### src/rtl/pll_reset_sequencer.sv
`default_nettype none
// ============================================================================
// Module   : pll_reset_sequencer
// Brief    : PLL reset pulse, lock qualification and ordered domain reset release
// Revision : 1.0
// ============================================================================
module pll_reset_sequencer #(
    parameter int PLL_RST_CYCLES = 16,
    parameter int LOCK_TIMEOUT   = 4096,
    parameter int STABLE_CYCLES  = 256,
    parameter int RELEASE_GAP    = 8,
    parameter int N_DOMAINS      = 3,
    parameter int MAX_RETRIES    = 4
) (
    input  logic                 clk_25MHz,
    input  logic                 reset,
    input  logic                 pll_locked,
    output logic                 pll_reset,
    output logic [N_DOMAINS-1:0] domain_rst,
    output logic                 all_ready,
    output logic [2:0]           retry_count,
    output logic                 fault
);

    localparam int C_MAX_A = (LOCK_TIMEOUT > STABLE_CYCLES) ? LOCK_TIMEOUT : STABLE_CYCLES;
    localparam int C_MAX_B = (RELEASE_GAP > PLL_RST_CYCLES) ? RELEASE_GAP : PLL_RST_CYCLES;
    localparam int C_TMAX  = (C_MAX_A > C_MAX_B) ? C_MAX_A : C_MAX_B;
    localparam int TW      = $clog2(C_TMAX) + 1;

    localparam logic [TW-1:0] c_rst_len    = TW'(PLL_RST_CYCLES);
    localparam logic [TW-1:0] c_to_last    = TW'(LOCK_TIMEOUT - 1);
    localparam logic [TW-1:0] c_stab_last  = TW'(STABLE_CYCLES - 1);
    localparam logic [TW-1:0] c_gap_last   = TW'(RELEASE_GAP - 1);
    localparam logic [2:0]    c_max_retry  = 3'(MAX_RETRIES);
    localparam logic [2:0]    c_last_dom   = 3'(N_DOMAINS - 1);

    typedef enum logic [2:0] {
        S_PLL_RST   = 3'd0,
        S_WAIT_LOCK = 3'd1,
        S_STABLE    = 3'd2,
        S_RELEASE   = 3'd3,
        S_RUN       = 3'd4,
        S_FAULT     = 3'd5
    } state_t;

    state_t                r_state;
    state_t                w_state;
    logic [TW-1:0]         r_timer;
    logic [TW-1:0]         w_timer;
    logic [2:0]            r_idx;
    logic [2:0]            w_idx;
    logic                  r_meta;
    logic                  r_locked_s;
    logic                  w_pll_reset;
    logic [N_DOMAINS-1:0]  w_domain_rst;
    logic                  w_all_ready;
    logic [2:0]            w_retry;
    logic                  w_fault;

    always_ff @(posedge clk_25MHz or posedge reset) begin
        if (reset) begin
            r_meta     <= 1'b0;
            r_locked_s <= 1'b0;
        end else begin
            r_meta     <= pll_locked;
            r_locked_s <= r_meta;
        end
    end

    always_ff @(posedge clk_25MHz or posedge reset) begin
        if (reset) begin
            r_state     <= S_PLL_RST;
            r_timer     <= '0;
            r_idx       <= '0;
            pll_reset   <= 1'b1;
            domain_rst  <= '1;
            all_ready   <= 1'b0;
            retry_count <= '0;
            fault       <= 1'b0;
        end else begin
            r_state     <= w_state;
            r_timer     <= w_timer;
            r_idx       <= w_idx;
            pll_reset   <= w_pll_reset;
            domain_rst  <= w_domain_rst;
            all_ready   <= w_all_ready;
            retry_count <= w_retry;
            fault       <= w_fault;
        end
    end

    always_comb begin
        w_state      = r_state;
        w_timer      = r_timer;
        w_idx        = r_idx;
        w_pll_reset  = pll_reset;
        w_domain_rst = domain_rst;
        w_all_ready  = all_ready;
        w_retry      = retry_count;
        w_fault      = fault;

        case (r_state)
            S_PLL_RST: begin
                w_pll_reset = 1'b1;
                if (r_timer == c_rst_len) begin
                    w_state     = S_WAIT_LOCK;
                    w_pll_reset = 1'b0;
                    w_timer     = '0;
                end else begin
                    w_timer = r_timer + 1'b1;
                end
            end

            S_WAIT_LOCK: begin
                if (r_locked_s) begin
                    w_state = S_STABLE;
                    w_timer = '0;
                end else if (r_timer == c_to_last) begin
                    w_pll_reset = 1'b1;
                    if (retry_count == c_max_retry) begin
                        w_state = S_FAULT;
                        w_fault = 1'b1;
                    end else begin
                        // The entry edge is the first cycle of the new pulse,
                        // so the timer starts at 1 to keep every pulse equal.
                        w_state = S_PLL_RST;
                        w_retry = retry_count + 3'd1;
                        w_timer = TW'(1);
                    end
                end else begin
                    w_timer = r_timer + 1'b1;
                end
            end

            S_STABLE: begin
                if (!r_locked_s) begin
                    w_state = S_WAIT_LOCK;
                    w_timer = '0;
                end else if (r_timer == c_stab_last) begin
                    w_state = S_RELEASE;
                    w_timer = '0;
                    w_idx   = '0;
                end else begin
                    w_timer = r_timer + 1'b1;
                end
            end

            S_RELEASE, S_RUN: begin
                if (!r_locked_s) begin
                    w_state      = S_PLL_RST;
                    w_pll_reset  = 1'b1;
                    w_domain_rst = '1;
                    w_all_ready  = 1'b0;
                    w_retry      = '0;
                    w_timer      = TW'(1);
                end else if (r_state == S_RUN) begin
                    w_all_ready = 1'b1;
                end else begin
                    if (r_timer == '0) begin
                        for (int i = 0; i < N_DOMAINS; i++) begin
                            if (3'(i) == r_idx) begin
                                w_domain_rst[i] = 1'b0;
                            end
                        end
                    end
                    if ((r_idx == c_last_dom) && (r_timer == '0)) begin
                        w_state = S_RUN;
                    end else if (r_timer == c_gap_last) begin
                        w_timer = '0;
                        w_idx   = r_idx + 3'd1;
                    end else begin
                        w_timer = r_timer + 1'b1;
                    end
                end
            end

            S_FAULT: begin
                w_pll_reset  = 1'b1;
                w_domain_rst = '1;
                w_all_ready  = 1'b0;
                w_fault      = 1'b1;
            end

            default: begin
                w_state = S_PLL_RST;
            end
        endcase
    end

endmodule
`default_nettype wire

### config.mk
export PLATFORM = sky130hd
export DESIGN_NAME = pll_reset_sequencer
export DESIGN_NICKNAME = d
export VERILOG_FILES = /design/src/rtl/pll_reset_sequencer.sv
export SDC_FILE = /design/constraint.sdc
export NUM_CORES = 1
export LEC_CHECK = 0
export BUFFER_PORTS_ARGS = -buffer_cell sky130_fd_sc_hd__buf_2
export CAP_MARGIN = 20
export CELL_PAD_IN_SITES_DETAIL_PLACEMENT = 1
export CELL_PAD_IN_SITES_GLOBAL_PLACEMENT = 2
export CORE_AREA = 2 2 80 74
export CTS_CLUSTER_DIAMETER = 120
export DETAILED_ROUTE_END_ITERATION = 8
export DIE_AREA = 0 0 82 76
export GPL_TIMING_DRIVEN = 0
export PLACE_DENSITY_LB_ADDON = 0.1
export SYNTH_ARGS = -nofsm -noshare
export SYNTH_HDL_FRONTEND = slang
export SYNTH_SLANG_ARGS = --single-unit
export TNS_END_PERCENT = 100
### constraint.sdc
create_clock -name clk_25MHz -period 2.1 [get_ports clk_25MHz]
set_input_delay 0.42 -clock clk_25MHz [delete_from_list [all_inputs] [get_ports clk_25MHz]]
set_output_delay 0.42 -clock clk_25MHz [all_outputs]
set_load 0.005 [all_outputs]
# After elaboration in Yosys (flattened, before gate mapping)
# Cells that the tools add are included.
# W data, S select, Z words.
# totals
out_inout_bits	9
inputBits	3
word_cells	125
ff_bits	30
# classes
eq_ne	36
n_mux	52
n_bitwise	1
addsub	3
n_reduce_logical	21
# ops
op	count
$mux W13	10
$mux W3	22
$pmux W13 S4	1
$ne A3 B3 Y1 const B	10
$ne A2 B2 Y1 const B	12
$reduce_and A4 Y1	6
$pmux W3 S2	3
$pmux W3 S5	1
$add A13 B1 Y13 const B	1
$eq A13 B12 Y1 const B	1
$eq A13 B3 Y1 const B	1
$eq A13 B5 Y1 const B	1
$eq A13 B8 Y1 const B	1
$logic_not A13 Y1	1
$mux W1	12
$eq A3 B2 Y1 const B	3
$eq A3 B3 Y1 const B	3
$reduce_bool A2 Y1	4
$reduce_bool A4 Y1	2
$reduce_and A7 Y1	1
$add A3 B1 Y3 const B	2
$logic_not A3 Y1	2
$reduce_and A6 Y1	1
$reduce_and A5 Y1	1
other kinds (10)	11

# Longest topological paths before layout
# depth
depth_word	6
mapped_depth	9

# Worst setup path before layout
# Ideal clock, no wire load.
# synth_timing
kind	register to register
start	register r_timer[0]
end	register r_timer[5]
setup_time_ns	0.130
n_path_buf	1
path_slack_ns	0.154
stages_incl_launch_ff	9
t_arrival_ns	1.816
t_required_ns	1.970
cell_sequence	dfrtp_1 -> ha_1 -> nand3_1 -> nor4_4 -> o2bb2ai_2 -> o21ai_4 -> buf_6 -> a2bb2oi_1 -> o31ai_1
# synth_via
elab_chain_cells	6
elab_cells_between_ends	20
cone_classes	add/sub: 1; eq/ne: 6; mux: 10; reduce/logical: 3
# synth_lines
item	line_no	source
start: declaration	48	logic [TW-1:0] r_timer;
start signal: assignment	82	r_timer <= w_timer;
$add A13 B1 Y13 / $eq A13 B3 Y1 (equally long branches)	-	
$mux W13	168	end else if (r_timer == c_gap_last) begin
$mux W13	166	if ((r_idx == c_last_dom) && (r_timer == '0)) begin
$mux W13	156	end else if (r_state == S_RUN) begin
$mux W13	149	if (!r_locked_s) begin
$pmux W13 S4	102	case (r_state)
# Parallel ways exist; a longest one is shown, timed or not. The select of a mux whose other input is x is not followed.
# A chain may end at the register's enable or synchronous reset.

# Worst setup path after layout
# layout_timing
start	register r_timer[6]
end	register r_timer[0]
# layout_via
elab_chain_cells	6
elab_cells_between_ends	19
cone_classes	eq/ne: 6; mux: 10; reduce/logical: 3
# layout_lines
item	line_no
$eq A13 B3 Y1	168
$mux W13	168
$mux W13	166
$mux W13	156
$mux W13	149
$pmux W13 S4	102
# Parallel ways exist; a longest one is shown, timed or not. The select of a mux whose other input is x is not followed.

==> impl_metrics.ini <==
[sta]
clock.fmax_ghz = 0.4751
max-slew-margin-rel = 0.5195
maxSlewViolCount = 0
fin_skew_ns = 0.007025
setup_repair_after_global_routing_missed_its_margin = yes
hold_viol_final = 0
setup_ws_final_ns = -0.004960
worst_pin_slew_ns = 0.7199
tns_ns = -0.004960
finalCritPeriodShare = 1.002
final.min_clock_period_ns = 2.105
setup-violations-final = 1

[layout]
sequential_cell_area_sq_um = 763.2
post-route-util = 0.4819
drive_above_1_share = 0.3561
stdcell_area_sq_um = 2634
area_growth_syn_to_layout_pct = 32.31
multiInputGateArea_sq_um = 1328
nNetsFinal = 274
filler_instances = 642
insertedDiodeCount = 0

[setup_path]
timing.reg2reg.setup_slack_ns = -0.005
cp-start-kind = flop
cp-end-kind = flop
worst_r2r_endpoint = r_timer[0]
r2r_start = r_timer[6]
required_time_of_the_worst_setup_path_ns = 2.29
critical_path.max_fanout = 5
r2r_cells = 7
crit_arrival_ns = 2.29
criticalPathCategory = flop to flop

[run]
max_cap_viol_count = 0

[clock_network]
h_tree_level_count = 2
worst_skew_pair.late_latency_ns = 0.29
clockBufferDepth = 2
clk_root_buffer_cell = clkbuf_8
clkTransAtPathRegs_ns = 0.07
tritoncts.num_buffers = 5
clock_tree_from_tritoncts = built
cts.sinks = 30

[logic_synthesis]
fraction_of_synthesized_area_in_multiplexers = 0.005028
synth_sequential_area_ratio = 0.3796
distinct_cell_type_count_of_the_synthesized_netlist = 58
synthesis.nets = 235
postSynth.asyncResetShare = 1.000
synth_top_family_by_area = simple AND/OR/NAND/NOR gates
synth-edff-count = 0
synth_compound_area_frac = 0.2143
synth_simple_gate_area_frac = 0.2992
netlist.area_leader.share = 0.3268
synth-adder-area-share = 0.05028
syn_inst = 224
synth.area.top_cells = dfrtp_1, nand2_1, dfstp_2
top_count_cell_post_synth = nand2_1
synth_ff_type = dfrtp_1
synth.largest_area_cell = dfrtp_1
syn-mean-instance-area_sq_um = 8.887
synth-seq-cells = 30
yosys_warnings = 0
post_synth_instance_area_sq_um = 1991
most_used_standard_cells_in_the_synthesized_netlist = nand2_1, dfrtp_1, nor2_1
synth-xor-area-share = 0.004400

[placed_design]
place_area_sq_um = 2161
portBuffers = 11
place_ws_ns = -0.4433
gp_congestion = 0.7749
hpwlAfterDp_um = 4177

[drt]
detailedRoute.firstIterationViolations = 77
drcViolationCount = 0
number_of_iterations_in_the_first_detailed_routing_pass = 4
routed_wire_length_per_instance_um = 18.65
drt-vias-per-instance = 5.629
drt_wl_total_um = 6229
route.antenna.remaining_nets = 0
via_count = 1880

[global_routing]
grt.overflow.total = 0
globalRouteTotalUtil = 0.2098
largest_net_degree_at_the_start_of_global_routing = 17
vias_in_the_first_global_route = 1891
grt_first_pass_wirelength_um = 9901
grt_antenna_before_repair = 0

[min_path]
hold_depth = 1
worstHoldPathType = primary input to flop
min_to = r_meta
hp-start = pll_locked

[power]
overall_power_after_layout_mw = 3.360
maximum_ir_drop_on_the_vdd_rail_uv = 742.0
power.leakage_nw = 1.121
p_per_area_nw_per_um2 = 1276

[floorplan]
fp.dieArea_sq_um = 6232
floorplan.initialDensity = 0.3642
pin_count = 12
chipHeight_um = 76
floorplan.die.width_um = 82
fp.coreArea_sq_um = 5465
rows = 26

[status]
run_status = finished with violations
violated_checks = negative setup slack
## worst max-delay path by stage
stage	startpoint	endpoint	slack (ns)	depth (start not counted)
detailed placement	r_timer[0]	r_timer[5]	-0.44	8
global placement	r_timer[0]	r_timer[5]	-0.37	8
finish	r_timer[6]	r_timer[0]	-0.005	7
floorplan	r_timer[0]	r_timer[5]	0.15	8
global route	r_timer[6]	r_timer[0]	-0.09	7
CTS	r_timer[6]	r_timer[5]	-0.01	7
## timing repair
action | CTS | global route
gates cloned | 0 | 0
pin swaps | 7 | 22
gates resized for setup | 13 | 44
hold endpoints to repair | 0 | 0
hold buffers | 0 | 0
setup buffers | 12 | 8
endpoints found under the setup margin | 19 | 21
## cell families after synthesis
family / Yosys count
flip-flops: 30
XOR/XNOR: 1
buffers and inverters: 19
AND/OR/NAND/NOR: 106
adder cells (fa/ha/maj): 8
AO/OA/AOI/OAI: 59
multiplexers: 1
## worst max-delay path: stages, from the launching register on
cell     delay, ns
dfrtp_2       0.46
nor4_4        0.40
nand4_1       0.19
buf_4         0.17
a221o_1       0.32
a21oi_2       0.17
o221a_2       0.22
a21oi_2       0.05
## sequential cells by signal, indices dropped and copies added (netlist names)
register	flops
r_state	3
domain_rst	3
pll_reset	1
r_idx	3
r_timer	13
r_locked_s	1
fault	1
all_ready	1
retry_count	3
r_meta	1
## layout make-up
type | instances | share of cell area
Buffer | 10 | 0.02850
Clock buffer | 7 | 0.02898
Clock inverter | 1 | 0.01140
Inverter | 9 | 0.01283
Multi-Input combinational cell | 175 | 0.5040
Sequential cell | 30 | 0.2898
Tap cell | 70 | 0.03325
Timing Repair Buffer | 32 | 0.09121
## per-layer routing
layer,wire length [um],vias to the layer above,global-route usage
met2,2979,27,0.3179
li1,-,904,-
met1,3045,945,0.3061
met4,43,0,0.04000
met5,0,-,0
met3,161,4,0.04976
## stage by stage
stage / cells / hold WS, ns
detailed placement: 306 / 0.3387
finish: 334 / 0.2301
global route: 334 / 0.2228
floorplan: 224 / 0.3312
CTS: 326 / 0.2250
global placement: 305 / 0.3370
## where the power goes
group	total (mW)	internal, mW	switching (mW)
logic	1.96	0.904	1.05
registers	0.811	0.714	0.0969
clock network	0.592	0.355	0.237
## cells in the final DEF, fill, tap and decap left out, types with 5 or more instances in the layout
cell type / synthesis / final
nand4_1: 6 / 6
buf_6: 2 / 5
o21ai_1: 2 / 6
dfrtp_2: 0 / 6
nor2b_1: 6 / 6
nand2b_1: 5 / 5
nor2_1: 19 / 16
o21ai_0: 13 / 8
buf_2: 6 / 13
inv_1: 8 / 6
nand2_1: 30 / 29
clkbuf_8: 0 / 5
nand3_1: 7 / 6
a21oi_1: 10 / 6
dfrtp_1: 26 / 20
ha_1: 8 / 6
buf_4: 0 / 19
a2bb2oi_2: 0 / 5
No activity file was read; power rests on OpenSTA's default activity.
